<file path="src/rtl/fmeter_ctrl.sv">
// fmeter_ctrl: sequencer for the reciprocal-counting frequency meter (fmeter).
// Runs in the fs (reference) clock domain. On a start request it pulses
// fm_clr, raises fm_ss, waits for the synchronised fm_sta, times the gate,
// drops fm_ss, waits for fm_sta to fall and settle, then latches the fx/fs
// counts into result registers that are held until the MCU acknowledges.
//
// Ports:
//   clk, rst_n         reference clock, synchronous active-low reset
//   start, gate_len    measurement request and gate length (0 treated as 1)
//   ack                MCU has read the result (clears result_valid)
//   busy               measurement in progress
//   result_valid       result registers hold a new result
//   err_tmo, err_ovf   last measurement timed out / overflowed
//   fm_clr, fm_ss      fmeter clear and start/stop controls
//   fm_sta             fmeter status (fx domain, asynchronous)
//   fm_ovx, fm_ovs     fmeter counter overflow flags
//   fm_cntx, fm_cnts   fmeter counts
//   cntx_q, cnts_q     latched counts
//   gate_used_q        gate length of the reported result (FMC_AUTORANGE_EN only)
//
// Optional build macro FMC_AUTORANGE_EN: on overflow the gate is halved and
// the measurement retried, up to 4 times, before reporting err_ovf.
module fmeter_ctrl #(
  parameter int unsigned CNT_W   = 20,
  parameter int unsigned GATE_W  = 24,
  parameter int unsigned CLR_CYC = 4,
  parameter int unsigned TMO_CYC = 2000000
) (
  input  logic              clk,
  input  logic              rst_n,
  input  logic              start,
  input  logic [GATE_W-1:0] gate_len,
  input  logic              ack,
  output logic              busy,
  output logic              result_valid,
  output logic              err_tmo,
  output logic              err_ovf,
  output logic              fm_clr,
  output logic              fm_ss,
  input  logic              fm_sta,
  input  logic              fm_ovx,
  input  logic              fm_ovs,
  input  logic [CNT_W-1:0]  fm_cntx,
  input  logic [CNT_W-1:0]  fm_cnts,
  output logic [CNT_W-1:0]  cntx_q,
  output logic [CNT_W-1:0]  cnts_q
`ifdef FMC_AUTORANGE_EN
  ,
  output logic [GATE_W-1:0] gate_used_q
`endif
);

  // One shared cycle counter serves the clear pulse, timeouts and settling.
  localparam int unsigned TMAX = (TMO_CYC > CLR_CYC) ? TMO_CYC : CLR_CYC;
  localparam int unsigned TW   = $clog2(TMAX + 1);

  typedef enum logic [3:0] {
    S_IDLE, S_CLR, S_ARM, S_GATE, S_STOP, S_SETTLE, S_LATCH, S_ABORT, S_DONE
  } state_e;

  state_e            state_q, state_d;
  logic              sta_s1_q, sta_s_q;
  logic [GATE_W-1:0] gate_len_q, gate_len_d;
  logic [GATE_W-1:0] gate_cnt_q, gate_cnt_d;
  logic [TW-1:0]     cnt_q, cnt_d;
  logic              busy_q, busy_d;
  logic              rv_q, rv_d;
  logic              tmo_q, tmo_d;
  logic              ovf_q, ovf_d;
  logic              clr_q, clr_d;
  logic              ss_q, ss_d;
  logic [CNT_W-1:0]  cntx_d, cnts_d;
  logic              ovf_now;
  logic              do_latch;
`ifdef FMC_AUTORANGE_EN
  logic [2:0]        retry_q, retry_d;
  logic [GATE_W-1:0] gate_used_d;
`endif

  assign ovf_now = fm_ovx | fm_ovs;

  always_comb begin
    state_d    = state_q;
    gate_len_d = gate_len_q;
    gate_cnt_d = gate_cnt_q;
    // Saturating free-run; each state that uses it clears it on entry.
    cnt_d      = (cnt_q == '1) ? cnt_q : cnt_q + TW'(1);
    rv_d       = rv_q;
    tmo_d      = tmo_q;
    ovf_d      = ovf_q;
    cntx_d     = cntx_q;
    cnts_d     = cnts_q;
    do_latch   = 1'b0;
`ifdef FMC_AUTORANGE_EN
    retry_d     = retry_q;
    gate_used_d = gate_used_q;
`endif

    if (ack) rv_d = 1'b0;

    unique case (state_q)
      S_IDLE: begin
        if (start) begin
          gate_len_d = (gate_len == '0) ? GATE_W'(1) : gate_len;
          tmo_d      = 1'b0;
          ovf_d      = 1'b0;
          cnt_d      = '0;
          state_d    = S_CLR;
`ifdef FMC_AUTORANGE_EN
          retry_d    = '0;
`endif
        end
      end
      S_CLR: begin
        if (cnt_q == TW'(CLR_CYC - 1)) begin
          cnt_d   = '0;
          state_d = S_ARM;
        end
      end
      S_ARM: begin
        if (sta_s_q) begin
          // GATE lasts gate_len cycles: count down to zero inclusive.
          gate_cnt_d = gate_len_q - GATE_W'(1);
          state_d    = S_GATE;
        end else if (cnt_q == TW'(TMO_CYC - 1)) begin
          state_d = S_ABORT;
        end
      end
      S_GATE: begin
        if (gate_cnt_q == '0) begin
          cnt_d   = '0;
          state_d = S_STOP;
        end else begin
          gate_cnt_d = gate_cnt_q - GATE_W'(1);
        end
      end
      S_STOP: begin
        if (!sta_s_q) begin
          cnt_d   = '0;
          state_d = S_SETTLE;
        end else if (cnt_q == TW'(TMO_CYC - 1)) begin
          state_d = S_ABORT;
        end
      end
      S_SETTLE: begin
        if (cnt_q == TW'(1)) state_d = S_LATCH;
      end
      S_LATCH: begin
        do_latch = 1'b1;
`ifdef FMC_AUTORANGE_EN
        if (ovf_now && (gate_len_q > GATE_W'(1)) && (retry_q < 3'd4)) begin
          do_latch   = 1'b0;
          gate_len_d = gate_len_q >> 1;
          retry_d    = retry_q + 3'd1;
          cnt_d      = '0;
          state_d    = S_CLR;
        end
`endif
      end
      S_ABORT: begin
        tmo_d   = 1'b1;
        rv_d    = 1'b1;
        state_d = S_DONE;
      end
      S_DONE: state_d = S_IDLE;
      default: state_d = S_IDLE;
    endcase

    // Set after the ack clear so a same-cycle ack loses.
    if (do_latch) begin
      cntx_d  = fm_cntx;
      cnts_d  = fm_cnts;
      ovf_d   = ovf_now;
      rv_d    = 1'b1;
      state_d = S_DONE;
`ifdef FMC_AUTORANGE_EN
      gate_used_d = gate_len_q;
`endif
    end

    // Outputs are registered copies of the next-state decode.
    busy_d = (state_d != S_IDLE) && (state_d != S_DONE);
    clr_d  = (state_d == S_CLR);
    ss_d   = (state_d == S_ARM) || (state_d == S_GATE);
  end

  always_ff @(posedge clk) begin
    if (!rst_n) begin
      state_q    <= S_IDLE;
      sta_s1_q   <= 1'b0;
      sta_s_q    <= 1'b0;
      gate_len_q <= '0;
      gate_cnt_q <= '0;
      cnt_q      <= '0;
      busy_q     <= 1'b0;
      rv_q       <= 1'b0;
      tmo_q      <= 1'b0;
      ovf_q      <= 1'b0;
      clr_q      <= 1'b0;
      ss_q       <= 1'b0;
      cntx_q     <= '0;
      cnts_q     <= '0;
`ifdef FMC_AUTORANGE_EN
      retry_q     <= '0;
      gate_used_q <= '0;
`endif
    end else begin
      state_q    <= state_d;
      sta_s1_q   <= fm_sta;
      sta_s_q    <= sta_s1_q;
      gate_len_q <= gate_len_d;
      gate_cnt_q <= gate_cnt_d;
      cnt_q      <= cnt_d;
      busy_q     <= busy_d;
      rv_q       <= rv_d;
      tmo_q      <= tmo_d;
      ovf_q      <= ovf_d;
      clr_q      <= clr_d;
      ss_q       <= ss_d;
      cntx_q     <= cntx_d;
      cnts_q     <= cnts_d;
`ifdef FMC_AUTORANGE_EN
      retry_q     <= retry_d;
      gate_used_q <= gate_used_d;
`endif
    end
  end

  assign busy         = busy_q;
  assign result_valid = rv_q;
  assign err_tmo      = tmo_q;
  assign err_ovf      = ovf_q;
  assign fm_clr       = clr_q;
  assign fm_ss        = ss_q;

endmodule
</file>
<file path="config.mk">
export PLATFORM = sky130hd
export DESIGN_NAME = fmeter_ctrl
export DESIGN_NICKNAME = d
export VERILOG_FILES = /design/src/rtl/fmeter_ctrl.sv
export SDC_FILE = /design/constraint.sdc
export NUM_CORES = 1
export LEC_CHECK = 0
export CAP_MARGIN = 25
export CELL_PAD_IN_SITES_DETAIL_PLACEMENT = 1
export CELL_PAD_IN_SITES_GLOBAL_PLACEMENT = 2
export CORE_MARGIN = 2
export CORE_UTILIZATION = 25
export DETAILED_ROUTE_END_ITERATION = 6
export DONT_BUFFER_PORTS = 1
export PLACE_DENSITY_LB_ADDON = 0.25
export SLEW_MARGIN = 40
export SYNTH_ARGS = -nofsm -noshare
export SYNTH_HDL_FRONTEND = slang
export SYNTH_SLANG_ARGS = --single-unit
</file>
<file path="constraint.sdc">
create_clock -name clk -period 10.2 [get_ports clk]
set_input_delay 2.55 -clock clk [delete_from_list [all_inputs] [get_ports clk]]
set_output_delay 2.55 -clock clk [all_outputs]
set_load 0.02 [all_outputs]
</file>
# Yosys cells after proc, flatten, opt, wreduce, memory -nomap -nowiden
# Cells that the tools add are included.
[word_totals]
reg_bits = 121
latchBits = 0
mem_bits_rw = 0
mem_bits_ro = 0
input_bits = 71
out_inout_bits = 46
n_memories = 0
[op_classes]
addsub = 3
n_mul = 0
div = 0
order_cmp = 0
eq_ne = 18
n_shift = 0
muxes = 27
bitwise_logic = 1
reduce_logical = 15
[ops]
columns = ["op", "n"]
rows = [
  ["$mux W21", 5],
  ["$pmux W21 S4", 1],
  ["$mux W24", 3],
  ["$logic_not A24 Y1", 2],
  ["$pmux W24 S2", 1],
  ["$sub A24 B1 Y24 const B", 2],
  ["$eq A21 B21 Y1 const B", 2],
  ["$mux W4", 8],
  ["$pmux W4 S8", 1],
  ["$add A21 B1 Y21 const B", 1],
  ["$eq A21 B1 Y1 const B", 1],
  ["$eq A21 B2 Y1 const B", 1],
  ["$eq A4 B2 Y1 const B", 4],
  ["$eq A4 B3 Y1 const B", 4],
  ["$eq A4 B1 Y1 const B", 2],
  ["$reduce_bool A2 Y1", 4],
  ["$mux W1", 7],
  ["$ne A2 B2 Y1 const B", 3],
  ["$reduce_and A2 Y1", 3],
  ["$logic_not A4 Y1", 1],
  ["$ne A4 B4 Y1 const B", 1],
  ["$reduce_bool A4 Y1", 1],
  ["$reduce_and A3 Y1", 1],
  ["$reduce_bool A3 Y1", 1],
  ["other kinds (4)", 4],
]

# Logic depth before layout (Yosys ltp)
[logic_depth]
word_depth = 7
ltp_mapped = 15
mapped_depth_nobuf = 9

# Worst setup path after synthesis
# No wires, ideal clock.
[synth_timing]
path_type = "input-to-reg"
start = "input port start"
end = "register clr_q (netlist: fm_clr)"
t_arrival_ns = 3.658
required_ns = 10.104
setup_slack_ns = 6.446
cell_stages = 6
path_buffers = 1
cell_sequence = "nand2b_1 or4_1 clkbuf_1 o21a_1 a31oi_1 nor4b_1"
[synth_via]
elab_chain_len = 4
[synth_lines]
columns = ["item", "line", "rtl"]
rows = [
  ["from (decl)", "31", "input logic start,"],
  ["$mux W4", "103", "if (start) begin"],
  ["$pmux W4 S8", "101", "unique case (state_q)"],
  ["$mux W4", "170", "if (do_latch) begin"],
  ["$eq A4 B1 Y1", "183", "clr_d = (state_d == S_CLR);"],
  ["to (signal assigned)", "218", "clr_q <= clr_d;"],
  ["to (decl)", "70", "logic clr_q, clr_d;"],
]
# Every way passes these cells.
# A chain may end at the register's enable or synchronous reset.

# Final worst setup path
# Same ends and word-level chain as after synthesis.

==> run_summary.xml <==
<?xml version="1.0" encoding="UTF-8"?>
<metrics>
  <group name="synthesis">
    <metric name="postSynthAreaPerCell" unit="µm²">7.57</metric>
    <metric name="yosys.area_share.xor_xnor" unit="%">2.51</metric>
    <metric name="proportion_of_netlist_area_held_by_the_largest_area_contributor" unit="%">40.8</metric>
    <metric name="synthMuxAreaShare" unit="%">1.98</metric>
    <metric name="synth.distinct_cells" unit="">66</metric>
    <metric name="synth.yosys.seq_area_share" unit="%">40.8</metric>
    <metric name="synth_cells" unit="">785</metric>
    <metric name="combinational_family_with_the_most_area_after_synthesis" unit="">simple AND/OR/NAND/NOR gates</metric>
    <metric name="synth-warning-count" unit="">0</metric>
    <metric name="syn_nets" unit="">859</metric>
    <metric name="postSynthRegisterBits" unit="">121</metric>
    <metric name="synth-edff-count" unit="">0</metric>
    <metric name="ys_top_cells_by_area" unit="">dfxtp_1 41%, nand2_1 11%, a21oi_1 8.6%</metric>
    <metric name="synth-adder-area-share" unit="%">0.632</metric>
    <metric name="synth_top_area_cell" unit="">dfxtp_1</metric>
    <metric name="synth-simple-area-share" unit="%">29.5</metric>
    <metric name="yosys_most_used_dff" unit="">dfxtp_1</metric>
    <metric name="synth_compound_area_share" unit="%">20.3</metric>
    <metric name="synth_area" unit="µm²">5940</metric>
    <metric name="synthArstFlopShare" unit="%">0</metric>
  </group>
  <group name="timing">
    <metric name="max_freq" unit="GHz">0.252</metric>
    <metric name="hold_vio_cnt_final" unit="">0</metric>
    <metric name="timing.max_slew.rel_slack" unit="%">43.5</metric>
    <metric name="period_minus_slack" unit="ns">3.96</metric>
    <metric name="final_number_of_max_transition_violations" unit="">0</metric>
    <metric name="report.final.setup_viol" unit="">0</metric>
    <metric name="setup_tns" unit="ns">0</metric>
    <metric name="worst_case_clock_skew" unit="ns">0.0124</metric>
    <metric name="finalCritPeriodShare" unit="%">38.9</metric>
    <metric name="whs" unit="ns">0.448</metric>
    <metric name="rsz0062_at_grt" unit="">no</metric>
    <metric name="worst-slew-pin-transition" unit="ns">0.841</metric>
  </group>
  <group name="route">
    <metric name="drtPass1Iterations" unit="">4</metric>
    <metric name="drt-initial-drc-count" unit="">274</metric>
    <metric name="via_per_inst" unit="">5.22</metric>
    <metric name="remaining_drc_errors" unit="">0</metric>
    <metric name="routed_wl" unit="mm">19.8</metric>
    <metric name="avgRoutedWirePerCell" unit="µm">18.1</metric>
    <metric name="vias" unit="">5708</metric>
    <metric name="postRouteAntennaNets" unit="">0</metric>
  </group>
  <group name="finish">
    <metric name="finalCoreUtilization" unit="%">28.9</metric>
    <metric name="layout.nets" unit="">835</metric>
    <metric name="leading_cell_type_in_the_layout_fill_and_taps_excluded" unit="">nand2_1</metric>
    <metric name="area_growth_syn_to_layout" unit="%">14.0</metric>
    <metric name="share_of_final_layout_standard_cells_stronger_than_drive_strength_1" unit="%">8.14</metric>
    <metric name="nFillCells" unit="">2854</metric>
    <metric name="seqCellArea" unit="µm²">2420</metric>
    <metric name="multi_input_area" unit="µm²">3300</metric>
    <metric name="layout.cells.most_common_list" unit="">181 x nand2_1, 121 x dfxtp_1, 102 x a21oi_1</metric>
  </group>
  <group name="worst_setup_path">
    <metric name="crit_path_required_time" unit="ns">10.50</metric>
    <metric name="worst_ep_arrival_time" unit="ns">4.27</metric>
    <metric name="setup.worst_path.class" unit="">in -&gt; reg</metric>
    <metric name="reg2reg_setup_slack" unit="ns">6.51</metric>
    <metric name="crit_path_end_kind" unit="">register</metric>
    <metric name="crit_path_start_kind" unit="">primary input</metric>
    <metric name="worst_r2r_path_depth" unit="">10</metric>
    <metric name="worst_r2r_startpoint" unit="">state_q[3]</metric>
    <metric name="path_max_fanout" unit="">26</metric>
    <metric name="worstSetupStartpoint" unit="">start</metric>
    <metric name="worst_r2r_endpoint" unit="">gate_cnt_q[20]</metric>
  </group>
  <group name="global_route">
    <metric name="grt_max_degree" unit="">89</metric>
    <metric name="globalRouteOverflowTotal" unit="">0</metric>
    <metric name="track_usage" unit="%">16.0</metric>
    <metric name="number_of_global_route_vias_before_repair" unit="">5927</metric>
    <metric name="grt_pass1_wl" unit="mm">31.3</metric>
    <metric name="grt_antenna_before_repair" unit="">1</metric>
  </group>
  <group name="clock_network">
    <metric name="ctsLongestPathBuffers" unit="">2</metric>
    <metric name="tritoncts_num_sinks" unit="">121</metric>
    <metric name="clock_tree.htree_level_count" unit="">4</metric>
    <metric name="cts_setup_buffers" unit="">0</metric>
    <metric name="numCtsBuffers" unit="">17</metric>
    <metric name="clk_pin_slew_worst_paths" unit="ns">0.06</metric>
    <metric name="clk_root_buffer_cell" unit="">clkbuf_16</metric>
    <metric name="clock_insertion_delay_worst_skew" unit="ns">0.42</metric>
    <metric name="cts_tree" unit="">yes</metric>
    <metric name="hold_buffers" unit="">0</metric>
    <metric name="cts_repair_resize_count" unit="">0</metric>
  </group>
  <group name="run_status">
    <metric name="outcome" unit="">complete, no violations</metric>
  </group>
  <group name="placement">
    <metric name="dpl_hpwl" unit="mm">13.8</metric>
    <metric name="finalWeightedCongestion" unit="">0.781</metric>
    <metric name="buffer_ports.inserted" unit="">0</metric>
  </group>
  <group name="power_and_ir_drop">
    <metric name="power_per_cell_area" unit="nW/µm²">171</metric>
    <metric name="power.ir.vdd_worst" unit="mV">0.110</metric>
    <metric name="leakage" unit="nW">2.18</metric>
  </group>
  <group name="hold_path">
    <metric name="worst_hold_path.endpoint" unit="">sta_s_q</metric>
    <metric name="hold_path.startpoint" unit="">sta_s1_q</metric>
    <metric name="hold-path-cell-count" unit="">1</metric>
    <metric name="hold_path.class" unit="">reg -&gt; reg</metric>
  </group>
  <group name="die">
    <metric name="placementRows" unit="">56</metric>
    <metric name="boundary_pin_count" unit="">117</metric>
    <metric name="floorplan.die_area" unit="µm²">25000</metric>
    <metric name="initial_util" unit="%">25.4</metric>
    <metric name="die_h" unit="µm">158</metric>
    <metric name="fp.dieW" unit="µm">158</metric>
    <metric name="core" unit="µm²">23400</metric>
  </group>
  <group name="flow_run">
    <metric name="cap_violations" unit="">0</metric>
  </group>
</metrics>
-- state kept, by name (all words and copies together) (netlist names) --
name / cells
cnt_q: 21
gate_cnt_q: 24
result_valid: 1
cntx_q: 20
sta_s1_q: 1
busy: 1
fm_ss: 1
gate_len_q: 24
sta_s_q: 1
state_q: 4
fm_clr: 1
err_ovf: 1
cnts_q: 20
err_tmo: 1
-- report_power, final --
part	total [W]	internal (W)	leakage [nW]	switching [W]
Sequential	0.000495	0.000481	0.980	0.0000137
Combinational	0.0000864	0.0000302	0.934	0.0000562
Clock	0.000575	0.000320	0.263	0.000255
-- kinds of logic (layout without fill, tap and decap cells) --
| logic type | Yosys count | count (layout) |
|---|---|---|
| xor+xnor | 17 | 17 |
| mux | 11 | 11 |
| other cells | 0 | 1 |
| fa+ha+maj | 3 | 3 |
| simple gates | 374 | 374 |
| buf+inv | 60 | 49 |
| flops | 121 | 121 |
| compound gates | 199 | 199 |
-- critical path: stages --
cell	delay, ns
nand2b_1	0.07
or4_2	0.90
o21a_1	0.22
a31oi_1	0.23
nor4b_1	0.30
-- per-stage QoR --
| stage | std cells | setup slack [ns] | total power (W) | cell area (µm²) |
|---|---|---|---|---|
| 6_report | 1094 | 6.24 | 0.00116 | 6770 |
| 5_1_grt | 1094 | 6.12 | 0.00120 | 6770 |
| 4_1_cts | 1093 | 6.24 | 0.00117 | 6770 |
| 3_5_place_dp | 1061 | 5.82 | 0.000592 | 6210 |
| 3_3_place_gp | 1061 | 5.86 | 0.000590 | 6200 |
| 2_1_floorplan | 785 | 6.45 | 0.000565 | 5940 |
-- layer usage --
| layer | global-route usage, % | share of wire [%] | routed length, µm | up-vias |
|---|---|---|---|---|
| met4 | 6.22 | 2.5 | 488 | 0 |
| met2 | 28.2 | 50 | 9980 | 108 |
| met1 | 18.3 | 43 | 8450 | 2805 |
| met5 | 0 | 0 | 0 | - |
| li1 | - | - | - | 2768 |
| met3 | 4.43 | 4.7 | 924 | 27 |
-- cell type report --
type | instances | area share (%)
timing repair buffer | 7 | 0.831
clock buffer | 17 | 6.28
clock inverter | 15 | 1.94
antenna | 1 | 0.0370
tap | 319 | 5.89
inverter | 10 | 0.554
sequential | 121 | 35.8
multi-input combinational | 604 | 48.7
-- Yosys cell counts (all sizes together) (6+ instances only) --
| cell | n |
|---|---|
| or3 | 6 |
| a21oi | 103 |
| inv | 10 |
| nand3 | 22 |
| clkbuf | 35 |
| nand4 | 13 |
| dfxtp | 121 |
| nand2b | 7 |
| nand2 | 182 |
| nor2 | 56 |
| nor4 | 27 |
| buf | 15 |
| o2111ai | 8 |
| and3 | 6 |
| and2 | 7 |
| mux2 | 6 |
| a31oi | 18 |
| o21ai | 24 |
| a22oi | 8 |
| xor2 | 12 |
| nor3 | 24 |
-- worst max path at each step --
stage / endpoint / slack (ns) / cells after the start
detailed placement: fm_clr / 5.82 / 5
floorplan: fm_clr / 6.45 / 6
global placement: fm_clr / 5.86 / 5
finish: fm_clr / 6.24 / 5
global route: fm_clr / 6.12 / 5
CTS: fm_clr / 6.24 / 5
(Power assumes the default switching activity.)
